<file path="src/rtl/wb_commit_queue.sv">
`default_nettype none
// ============================================================================
//  Module      : wb_commit_queue
//  Description : Writeback-side consumer of the EX/WB latch. Selects the
//                writeback value, queues pending register writes, drains them
//                in order to the shared register-file write port when granted,
//                provides youngest-match forwarding and counts retirements.
//  Revision    : 1.0  initial release
// ============================================================================
module wb_commit_queue #(
    parameter int DEPTH  = 4,
    parameter int XLEN   = 32,
    parameter int ADDR_W = 5
) (
    input  logic              clk,
    input  logic              rst_n,
    input  logic              in_valid,
    output logic              in_ready,
    input  logic [XLEN-1:0]   in_pc,
    input  logic [XLEN-1:0]   in_alu,
    input  logic [XLEN-1:0]   in_mem,
    input  logic [XLEN-1:0]   in_vdot,
    input  logic [1:0]        in_sel,
    input  logic [ADDR_W-1:0] in_rd,
    input  logic              in_we,
    input  logic              rf_grant,
    output logic              rf_we,
    output logic [ADDR_W-1:0] rf_addr,
    output logic [XLEN-1:0]   rf_wdata,
    input  logic [ADDR_W-1:0] fwd_rs,
    output logic              fwd_hit,
    output logic [XLEN-1:0]   fwd_data,
    output logic              q_empty,
    output logic              q_full,
    output logic [31:0]       retire_cnt
);

    localparam int                 c_PTR_W = $clog2(DEPTH);
    localparam int                 c_CNT_W = c_PTR_W + 1;
    localparam logic [c_CNT_W-1:0] c_FULL  = c_CNT_W'(DEPTH);

    // Queue storage: destination register and writeback value per entry
    logic [ADDR_W-1:0]  r_rd   [DEPTH];
    logic [XLEN-1:0]    r_data [DEPTH];
    logic [c_PTR_W-1:0] r_head;
    logic [c_PTR_W-1:0] r_tail;
    logic [c_CNT_W-1:0] r_count;
    logic [31:0]        r_retire;

    logic [XLEN-1:0]    w_value;
    logic               w_accept;
    logic               w_store;
    logic               w_drop;
    logic               w_pop;
    logic [1:0]         w_retire_inc;
    logic [c_PTR_W-1:0] w_idx;

    assign q_empty    = (r_count == '0);
    assign q_full     = (r_count == c_FULL);
    // Ready depends on registered occupancy only, so a pop never frees a slot
    // for an accept in the same cycle.
    assign in_ready   = !q_full;
    assign w_accept   = in_valid && in_ready;
    // Writes to x0 are architecturally dead and never occupy a slot.
    assign w_store    = w_accept && in_we && (in_rd != '0);
    assign w_drop     = w_accept && !w_store;
    assign rf_we      = !q_empty && rf_grant;
    assign w_pop      = rf_we;
    assign rf_addr    = q_empty ? '0 : r_rd[r_head];
    assign rf_wdata   = q_empty ? '0 : r_data[r_head];
    assign retire_cnt = r_retire;
    // A dropped accept and a commit can both retire in one cycle.
    assign w_retire_inc = {1'b0, w_drop} + {1'b0, w_pop};

    // Writeback value select; PC+4 wraps naturally at XLEN bits
    always_comb begin
        w_value = in_alu;
        case (in_sel)
            2'b00:   w_value = in_alu;
            2'b01:   w_value = in_mem;
            2'b10:   w_value = in_pc + XLEN'(4);
            default: w_value = in_vdot;
        endcase
    end

    // Pointer and occupancy bookkeeping; reset discards every queued write
    always_ff @(posedge clk or negedge rst_n) begin
        if (!rst_n) begin
            r_head  <= '0;
            r_tail  <= '0;
            r_count <= '0;
        end else begin
            if (w_store) begin
                r_tail <= r_tail + 1'b1;
            end
            if (w_pop) begin
                r_head <= r_head + 1'b1;
            end
            if (w_store && !w_pop) begin
                r_count <= r_count + 1'b1;
            end else if (!w_store && w_pop) begin
                r_count <= r_count - 1'b1;
            end
        end
    end

    // Entry payload; only occupied slots are ever observed, so no reset needed
    always_ff @(posedge clk) begin
        if (w_store) begin
            r_rd[r_tail]   <= in_rd;
            r_data[r_tail] <= w_value;
        end
    end

    // Retired-instruction counter, wraps at 2^32
    always_ff @(posedge clk or negedge rst_n) begin
        if (!rst_n) begin
            r_retire <= '0;
        end else begin
            r_retire <= r_retire + 32'(w_retire_inc);
        end
    end

    // Forwarding scan from oldest to youngest so the youngest match wins
    always_comb begin
        fwd_hit  = 1'b0;
        fwd_data = '0;
        w_idx    = r_head;
        for (int i = 0; i < DEPTH; i++) begin
            w_idx = r_head + c_PTR_W'(i);
            if ((c_CNT_W'(i) < r_count) && (fwd_rs != '0) && (r_rd[w_idx] == fwd_rs)) begin
                fwd_hit  = 1'b1;
                fwd_data = r_data[w_idx];
            end
        end
    end

endmodule
`default_nettype wire

</file>
<file path="config.mk">
export PLATFORM = sky130hd
export DESIGN_NAME = wb_commit_queue
export DESIGN_NICKNAME = d
export VERILOG_FILES = /design/src/rtl/wb_commit_queue.sv
export SDC_FILE = /design/constraint.sdc
export NUM_CORES = 1
export LEC_CHECK = 0
export CAP_MARGIN = 30
export CORE_ASPECT_RATIO = 2
export CORE_MARGIN = 2
export CORE_UTILIZATION = 28
export DETAILED_ROUTE_END_ITERATION = 8
export PLACE_DENSITY = 0.53
export SLEW_MARGIN = 20
export SYNTH_ARGS = -nofsm -noshare
export SYNTH_HDL_FRONTEND = slang
export SYNTH_SLANG_ARGS = --single-unit
</file>
<file path="constraint.sdc">
create_clock -name clk -period 9.9 [get_ports clk]
set_input_delay 1.98 -clock clk [delete_from_list [all_inputs] [get_ports clk]]
set_output_delay 1.98 -clock clk [all_outputs]
set_load 0.05 [all_outputs]
</file>
==> results of run 1 <==
## where the power goes
| part | internal [mW] | total [mW] | switching, mW | leakage, nW |
|---|---|---|---|---|
| Combinational | 1.00 | 2.68 | 1.68 | 3.48 |
| Clock | 0.356 | 0.689 | 0.333 | 0.301 |
| Sequential | 0.958 | 1.08 | 0.126 | 1.86 |
## worst max path at each step
stage | start | end | slack [ns] | cells past startpoint
final | fwd_rs[2] | fwd_data[23] | 2.08 | 9
after global routing | fwd_rs[2] | fwd_data[2] | 1.84 | 8
after CTS | fwd_rs[2] | fwd_data[2] | 2.04 | 8
after detailed placement | fwd_rs[2] | fwd_data[2] | 2.08 | 8
after global placement | fwd_rs[2] | fwd_data[2] | 2.06 | 8
after floorplan | fwd_rs[2] | fwd_data[11] | 3.06 | 7
## layout make-up
| type | count | area share, % |
|---|---|---|
| clock buffers | 18 | 2.808 |
| clock inverters | 14 | 1.053 |
| inverters | 18 | 0.4212 |
| multi-input cells | 801 | 40.85 |
| flip-flops and latches | 187 | 33.84 |
| well taps | 555 | 4.329 |
| repair buffers | 268 | 16.71 |
## cell usage after synthesis (7+ instances only)
cell	count	area, sq um
sky130_fd_sc_hd__edfxtp_1	148	4444
sky130_fd_sc_hd__nand2_1	114	427.9
sky130_fd_sc_hd__nor2_1	95	356.6
sky130_fd_sc_hd__mux2i_1	70	700.7
sky130_fd_sc_hd__o21ai_0	62	310.3
sky130_fd_sc_hd__mux2_2	60	675.7
sky130_fd_sc_hd__xnor2_1	58	508.0
sky130_fd_sc_hd__mux4_2	57	1284
sky130_fd_sc_hd__a21oi_1	43	215.2
sky130_fd_sc_hd__dfrtp_1	39	975.9
sky130_fd_sc_hd__clkbuf_1	33	123.9
sky130_fd_sc_hd__o211ai_1	31	232.7
sky130_fd_sc_hd__nor3_1	26	130.1
sky130_fd_sc_hd__xor2_1	26	227.7
sky130_fd_sc_hd__nand3_1	24	120.1
sky130_fd_sc_hd__buf_2	21	105.1
sky130_fd_sc_hd__inv_1	18	67.56
sky130_fd_sc_hd__buf_1	16	60.06
sky130_fd_sc_hd__mux2_1	12	135.1
sky130_fd_sc_hd__nand4_1	12	75.07
sky130_fd_sc_hd__o221ai_2	12	180.2
sky130_fd_sc_hd__ha_1	11	137.6
sky130_fd_sc_hd__and3_1	10	62.56
sky130_fd_sc_hd__o221a_1	9	101.4
sky130_fd_sc_hd__nor2b_1	8	50.05
sky130_fd_sc_hd__and2_1	7	43.79
## flip-flops by register name (all words and copies together) (netlist names)
signal and count:
r_rd 20, retire_cnt 32, r_count 3, r_head 2, r_tail 2, r_data 128
## cells in the final DEF (no fill, tap or decap), types with 15 or more instances in the layout
cell	n
sky130_fd_sc_hd__mux2i_1	70
sky130_fd_sc_hd__nand2_1	114
sky130_fd_sc_hd__a21oi_1	43
sky130_fd_sc_hd__buf_4	15
sky130_fd_sc_hd__clkbuf_16	18
sky130_fd_sc_hd__mux2_2	60
sky130_fd_sc_hd__nor3_1	26
sky130_fd_sc_hd__nand3_1	24
sky130_fd_sc_hd__o21ai_0	62
sky130_fd_sc_hd__nor2_1	95
sky130_fd_sc_hd__edfxtp_1	148
sky130_fd_sc_hd__mux4_2	57
sky130_fd_sc_hd__xor2_1	26
sky130_fd_sc_hd__xnor2_1	58
sky130_fd_sc_hd__clkdlybuf4s50_1	248
sky130_fd_sc_hd__o211ai_1	31
sky130_fd_sc_hd__inv_1	18
sky130_fd_sc_hd__dfrtp_1	37
## worst reg2reg max path, stage by stage, from the launching register on
cell                       delay (ns)
sky130_fd_sc_hd__dfrtp_1         0.45
sky130_fd_sc_hd__inv_1           0.13
sky130_fd_sc_hd__ha_1            0.23
sky130_fd_sc_hd__nor2b_4         0.16
sky130_fd_sc_hd__buf_4           0.31
sky130_fd_sc_hd__nand2b_1        0.30
sky130_fd_sc_hd__inv_1           0.15
sky130_fd_sc_hd__fa_1            0.28
sky130_fd_sc_hd__ha_1            0.27
sky130_fd_sc_hd__and3_1          0.23
sky130_fd_sc_hd__or4b_2          0.69
sky130_fd_sc_hd__nor2_1          0.21
sky130_fd_sc_hd__nand4_1         0.14
sky130_fd_sc_hd__xnor2_1         0.14
## per-layer routing
layer  global-route usage [%]  part of all wire, %  vias up  wire length [um]
met5                        0                    0        -                 0
met3                    2.779                  4.1       53              1492
li1                         -                    -     4498                 -
met4                    6.856                  3.9        0              1410
met1                    15.67                   36     4564             13130
met2                    31.29                   56      265             20510
## cells by family (layout without fill, tap and decap cells)
| family | after synthesis | after routing | synth area share [%] |
|---|---|---|---|
| multiplexers | 202 | 202 | 23.14 |
| XOR/XNOR | 84 | 84 | 5.924 |
| flip-flops | 187 | 187 | 43.65 |
| adder cells (fa/ha/maj) | 12 | 12 | 1.270 |
| buffers and inverters | 98 | 318 | 3.738 |
| AND/OR/NAND/NOR | 322 | 322 | 11.74 |
| AO/OA/AOI/OAI | 181 | 181 | 10.54 |
## per-stage QoR
step                util, %  cells  setup slack [ns]
global route          36.42   1861             1.841
finish                36.42   1861             2.082
CTS                   36.31   1859             2.044
detailed placement    34.90   1827             2.077
global placement      34.84   1826             2.058
floorplan                 -   1086             3.058
==> results.txt, run 1 <==
----------------------------------------------------
[Outcome]
  Status ... complete, no violations

[Cells and area]
  Nets ... 1450
  Post-route cell area ... 16040 sq um
  Area grow syn2layout ... 29.18%
  Sequential cell area ... 5428 sq um
  Multi-input logic area ... 6553 sq um
  Share of layout cells above drive strength 1 ... 15.77%
  Filler Cells Inserted ... approximately 4400
  Number of antenna cells inserted ... 0

[STA]
  Worst Skew ... 0.01172 ns
  Slew @ Worst Pin ... 0.9011 ns
  Worst Hold Margin ... 0.4732 ns
  Final setup violation count ... 0
  Max Clk Rate ... 0.1279 GHz
  Final period utilization ... ~79%
  Count of final max-slew check failures ... 0
  Max-slew headroom at the worst pin ... around 40%
  RSZ-0062 raised after global routing ... no
  Min cycle time layout ... around 8 ns
  Final TNS setup ... 0 ns
  Hold Fails Final Rpt ... 0

[Detailed routing]
  Overall via count from detail_route ... 9380
  Mean routed wirelength per cell ... 19.64 um
  DR iter-0 viols ... ~340
  DR vias/cell ... ~5.0
  Total iterations of the first detailed-routing run ... 5
  Post-Route WL ... approximately 37000 um
  DRC ... 0
  Remaining antenna violation count ... 0

[Power]
  Maximum VDD drop ... 0.1504 mV
  Power density over cell area ... 277.8 nW/um^2
  Leakage power figure ... approximately 5.6 nW
  Power, Total ... between 4 and 5 mW

[Floorplanning]
  Die ar. ... roughly 46000 sq um
  Die Wd ... around 150 um
  Y dimension of the die ... 301.8 um
  Number of cell rows ... 109
  Starting density of the core ... between 20 and 30%
  Count of pins on the block boundary ... 251
  Core outline area ... 44050 sq um

[Clock network]
  Clock sink count ... 187
  Clock buffers created by TritonCTS ... 17
  Hold buffer count at cts ... 0
  Clock Path Buffers ... 2
  Number of gates given a new drive strength after cts ... 0
  CTS Root Buffer Type ... sky130_fd_sc_hd__clkbuf_16
  Post-CTS setup-driven buffer insertion count ... 0
  Maximum level of the CTS H-tree ... 4
  Clock insertion delay at the later pin of the skew report ... between 0.4 and 0.5 ns
  CTS tree ... done
  Clock transition at the register clock pins on the worst setup and hold paths after CTS ... 0.08 ns

[Setup path]
  Length in cells of the worst reg-to-reg path ... 13
  Cell Chain, Critical Path ... clkdlybuf4s50_1, nor4_1, or4_1, a211oi_2, o21ai_2, buf_4, nand2b_2, o221ai_2, clkdlybuf4s50_1
  FF-to-FF setup slack ... 6.10 ns
  Launching element type of the critical path ... primary input
  Kind of cell adding the most delay to the critical path ... buffers and inverters
  CP most frequent cell ... sky130_fd_sc_hd__clkdlybuf4s50_1
  Data required time of the critical path ... 7.92 ns
  Type of destination of the critical path ... primary output
  Crit path buffers/inverters ... 3
  CP max stage delay ... 0.85 ns
  Critical path type ... in2out
  R2R Path Start ... r_count[0]
  Arrival time at the worst endpoint ... 5.84 ns
  FF-to-FF End ... retire_cnt[30]
  Crit path max fanout ... 27
  Master of the slowest instance on the critical path ... sky130_fd_sc_hd__clkdlybuf4s50_1

[Placement]
  Final weighted congestion in routability-driven placement ... 0.7966
  Quantity of I/O buffers inserted on ports ... 250
  Half-perimeter wire length after detailed placement ... 27850 um
  Area of placed instances ... approximately 15000 sq um

[Synth]
  Total of warnings raised by yosys ... 0
  Post-synthesis instance area ... 12420 sq um
  Syn avg cell area ... around 11 sq um
  Main flop type after synthesis ... sky130_fd_sc_hd__edfxtp_1
  Sequential share of the synthesized area ... a little over two fifths
  Cell count after synthesis ... 1086
  Net count after synthesis ... approximately 1200
  Count of flip-flops with a built-in enable after synthesis ... 148
  FFs w/ async S/R, synth ... between 20% and 30%
  Cell variety after synth ... 55
  Flip-flop and latch count after synthesis ... 187

[Job]
  Maximum capacitance violations ... 0

[Worst hold path]
  Hold Path Depth ... 1
  Worst min path class ... reg2reg
  Critical hold path startpoint ... retire_cnt[31]
  Terminating pin of the worst hold path ... retire_cnt[31]

[Global route]
  Vias in the first global route ... about 9800
  GRT Total Usage ... 15.71%
  GR Overflow Total ... 0
  Pin count of the biggest net entering global routing ... between 100 and 150
  Wire length of the first global-routing pass ... 54750 um
  Initial antenna violation count ... 0

----------------------------------------------------
No activity file was read; power rests on OpenSTA's default activity.
==> run 2, diff against run 1 <==
--- a/config.mk
+++ b/config.mk
@@ -10,7 +10,7 @@
 export CORE_MARGIN = 2
 export CORE_UTILIZATION = 28
 export DETAILED_ROUTE_END_ITERATION = 8
-export PLACE_DENSITY = 0.53
+export PLACE_DENSITY = 0.54
 export SLEW_MARGIN = 20
 export SYNTH_ARGS = -nofsm -noshare
 export SYNTH_HDL_FRONTEND = slang
==> constraint.sdc (replaced) <==
create_clock -name clk -period 6.35 [get_ports clk]
set_input_delay 1.27 -clock clk [delete_from_list [all_inputs] [get_ports clk]]
set_output_delay 1.27 -clock clk [all_outputs]
set_load 0.05 [all_outputs]
==> results.txt, run 2 (synthesis results as in run 1) <==
----------------------------------------------------
[Setup path]
  Kind of cell adding the most delay to the critical path ... buffers and inverters
  Type of destination of the critical path ... primary output
  Startpoint of the most critical setup path ... fwd_rs[2]
  CP max stage delay ... 0.86 ns
  Launching element type of the critical path ... primary input
  Crit path max fanout ... 9
  Cell Chain, Critical Path ... clkdlybuf4s50_1, nor4_1, a211o_1, a2111oi_4, o21ai_2, and2_1, nand3_1, clkdlybuf4s50_1
  Data required time of the critical path ... 5.08 ns
  R2R Path Start ... r_count[0]
  Master of the slowest instance on the critical path ... sky130_fd_sc_hd__clkdlybuf4s50_1
  Arrival time at the worst endpoint ... 4.36 ns
  CP most frequent cell ... sky130_fd_sc_hd__clkdlybuf4s50_1
  Critical path type ... in2out
  Crit path buffers/inverters ... 2

[STA]
  Final TNS setup ... 0 ns
  Final period utilization ... 88.70%
  Worst Skew ... 0.01026 ns
  RSZ-0062 raised after global routing ... no
  Count of final max-slew check failures ... 0
  Slew @ Worst Pin ... 0.8293 ns
  Max Clk Rate ... between 0.15 and 0.2 GHz
  Final setup violation count ... 0
  Hold Fails Final Rpt ... 0
  Max-slew headroom at the worst pin ... around 45%
  Min cycle time layout ... 5.633 ns

[Placement]
  Final weighted congestion in routability-driven placement ... just under 0.8
  Quantity of I/O buffers inserted on ports ... 250
  Number of placed instances, taps included ... 1831
  Half-perimeter wire length after detailed placement ... 27350 um

[Clock network]
  CTS tree ... done
  Hold buffer count at cts ... 0
  Post-CTS setup-driven buffer insertion count ... 0
  Clock buffers created by TritonCTS ... 17
  Clock transition at the register clock pins on the worst setup and hold paths after CTS ... 0.08 ns
  Number of gates given a new drive strength after cts ... 0
  Clock sink count ... 187
  CTS Root Buffer Type ... sky130_fd_sc_hd__clkbuf_16
  Maximum level of the CTS H-tree ... 4
  Clock Path Buffers ... 2
  Clock insertion delay at the later pin of the skew report ... ~0.46 ns

[Cells and area]
  Number of antenna cells inserted ... 0
  Nets ... 1454
  Most used cells in the layout excluding fill and tap cells ... sky130_fd_sc_hd__clkdlybuf4s50_1, sky130_fd_sc_hd__edfxtp_1, sky130_fd_sc_hd__nand2_1
  Area grow syn2layout ... 29.91%
  Non-filler instance count after layout ... about 1900
  Register with the highest flop count ... r_data
  Share of layout cells above drive strength 1 ... about 18%
  Number of flip-flops under the largest register name ... 128
  Most common cell after layout, fill and taps aside ... sky130_fd_sc_hd__clkdlybuf4s50_1

[Global route]
  Initial antenna violation count ... 0
  Pin count of the biggest net entering global routing ... 125
  Vias in the first global route ... 9827
  Wire length of the first global-routing pass ... between 50000 and 60000 um
  GRT Total Usage ... 15.58%
  GR Overflow Total ... 0

[Detailed routing]
  Overall via count from detail_route ... between 9000 and 10000
  Mean routed wirelength per cell ... between 15 and 20 um
  DR iter-0 viols ... 408
  DRC ... 0
  Total iterations of the first detailed-routing run ... 5
  Post-Route WL ... 35960 um
  DR vias/cell ... between 5 and 6
  Remaining antenna violation count ... 0

[Worst hold path]
  Worst min path class ... reg2reg
  Critical hold path startpoint ... retire_cnt[31]

[Floorplanning]
  Starting density of the core ... 28.19%
  Core outline area ... 44050 sq um
  Count of pins on the block boundary ... 251
  Y dimension of the die ... 301.8 um
  Die Wd ... 152.9 um
  Number of cell rows ... 109
  Die ar. ... 46150 sq um

[Power]
  Leakage power figure ... 5.748 nW
  Power, Total ... between 6 and 7 mW
  Maximum VDD drop ... ~0.20 mV
  Power density over cell area ... 431.7 nW/um^2

[Outcome]
  Status ... complete, no violations

[Job]
  Maximum capacitance violations ... 0

----------------------------------------------------
## run 2: changes by cell type in the layout (fill, tap and decap cells not counted), moves of 2 or more
cell	change
sky130_fd_sc_hd__buf_4	+20
sky130_fd_sc_hd__clkinv_8	-5
sky130_fd_sc_hd__clkdlybuf4s50_1	-32
sky130_fd_sc_hd__buf_12	+17
sky130_fd_sc_hd__inv_4	+2
## run 2: report_power, final
group	internal (mW)	leakage (nW)	switching (mW)
Sequential	1.49	1.86	0.182
Combinational	1.62	3.60	2.63
Clock	0.546	0.287	0.489
Total	3.66	5.75	3.30
## run 2: layer usage
layer | wire [um] | up-vias | GRT usage (%) | part of all wire (%)
met2 | 20380 | 272 | 31.01 | 57
met3 | 1785 | 37 | 3.309 | 5.0
met4 | 936 | 0 | 5.974 | 2.6
li1 | - | 4493 | - | -
met1 | 12860 | 4688 | 15.57 | 36
met5 | 0 | - | 0 | 0
## run 2: path summary, 6_finish.rpt
check,to,slack (ns),cells past startpoint
worst min-delay path,retire_cnt[31],0.48,1
worst min register to register,retire_cnt[31],0.48,1
min in group asynchronous,retire_cnt[27],0.69,1
worst max-delay path,fwd_hit,0.72,8
worst max register to register,retire_cnt[30],2.82,12
max in group asynchronous,r_head[0],5.18,2
## run 2: layout make-up
cell class | instances | area (sq um)
fill | 4349 | 27920
multi-input combinational | 801 | 6553
sequential | 187 | 5428
timing repair buffer | 272 | 2823
tap | 555 | 694.4
clock buffer | 20 | 467.9
clock inverter | 12 | 100.1
inverter | 18 | 67.56
## run 2: stage by stage
step | area [sq um] | worst slack, ns | utilization [%] | hold slack (ns)
after global routing | 16130 | 0.5563 | 36.62 | 0.5183
after global placement | 15500 | 0.7346 | 35.18 | 0.4687
after CTS | 16090 | 0.6668 | 36.52 | 0.4808
after detailed placement | 15520 | 0.6885 | 35.23 | 0.4680
final | 16130 | 0.7175 | 36.62 | 0.4819
after floorplan | 12420 | 0.9283 | - | 0.4950
## run 2: worst reg2reg max path, delay by kind of cell (launching register included)
family | cells | cell delay [ns]
simple gates | 6 | 1.79
buf+inv | 2 | 0.27
fa+ha+maj | 3 | 0.79
flops | 1 | 0.43
xor+xnor | 1 | 0.14
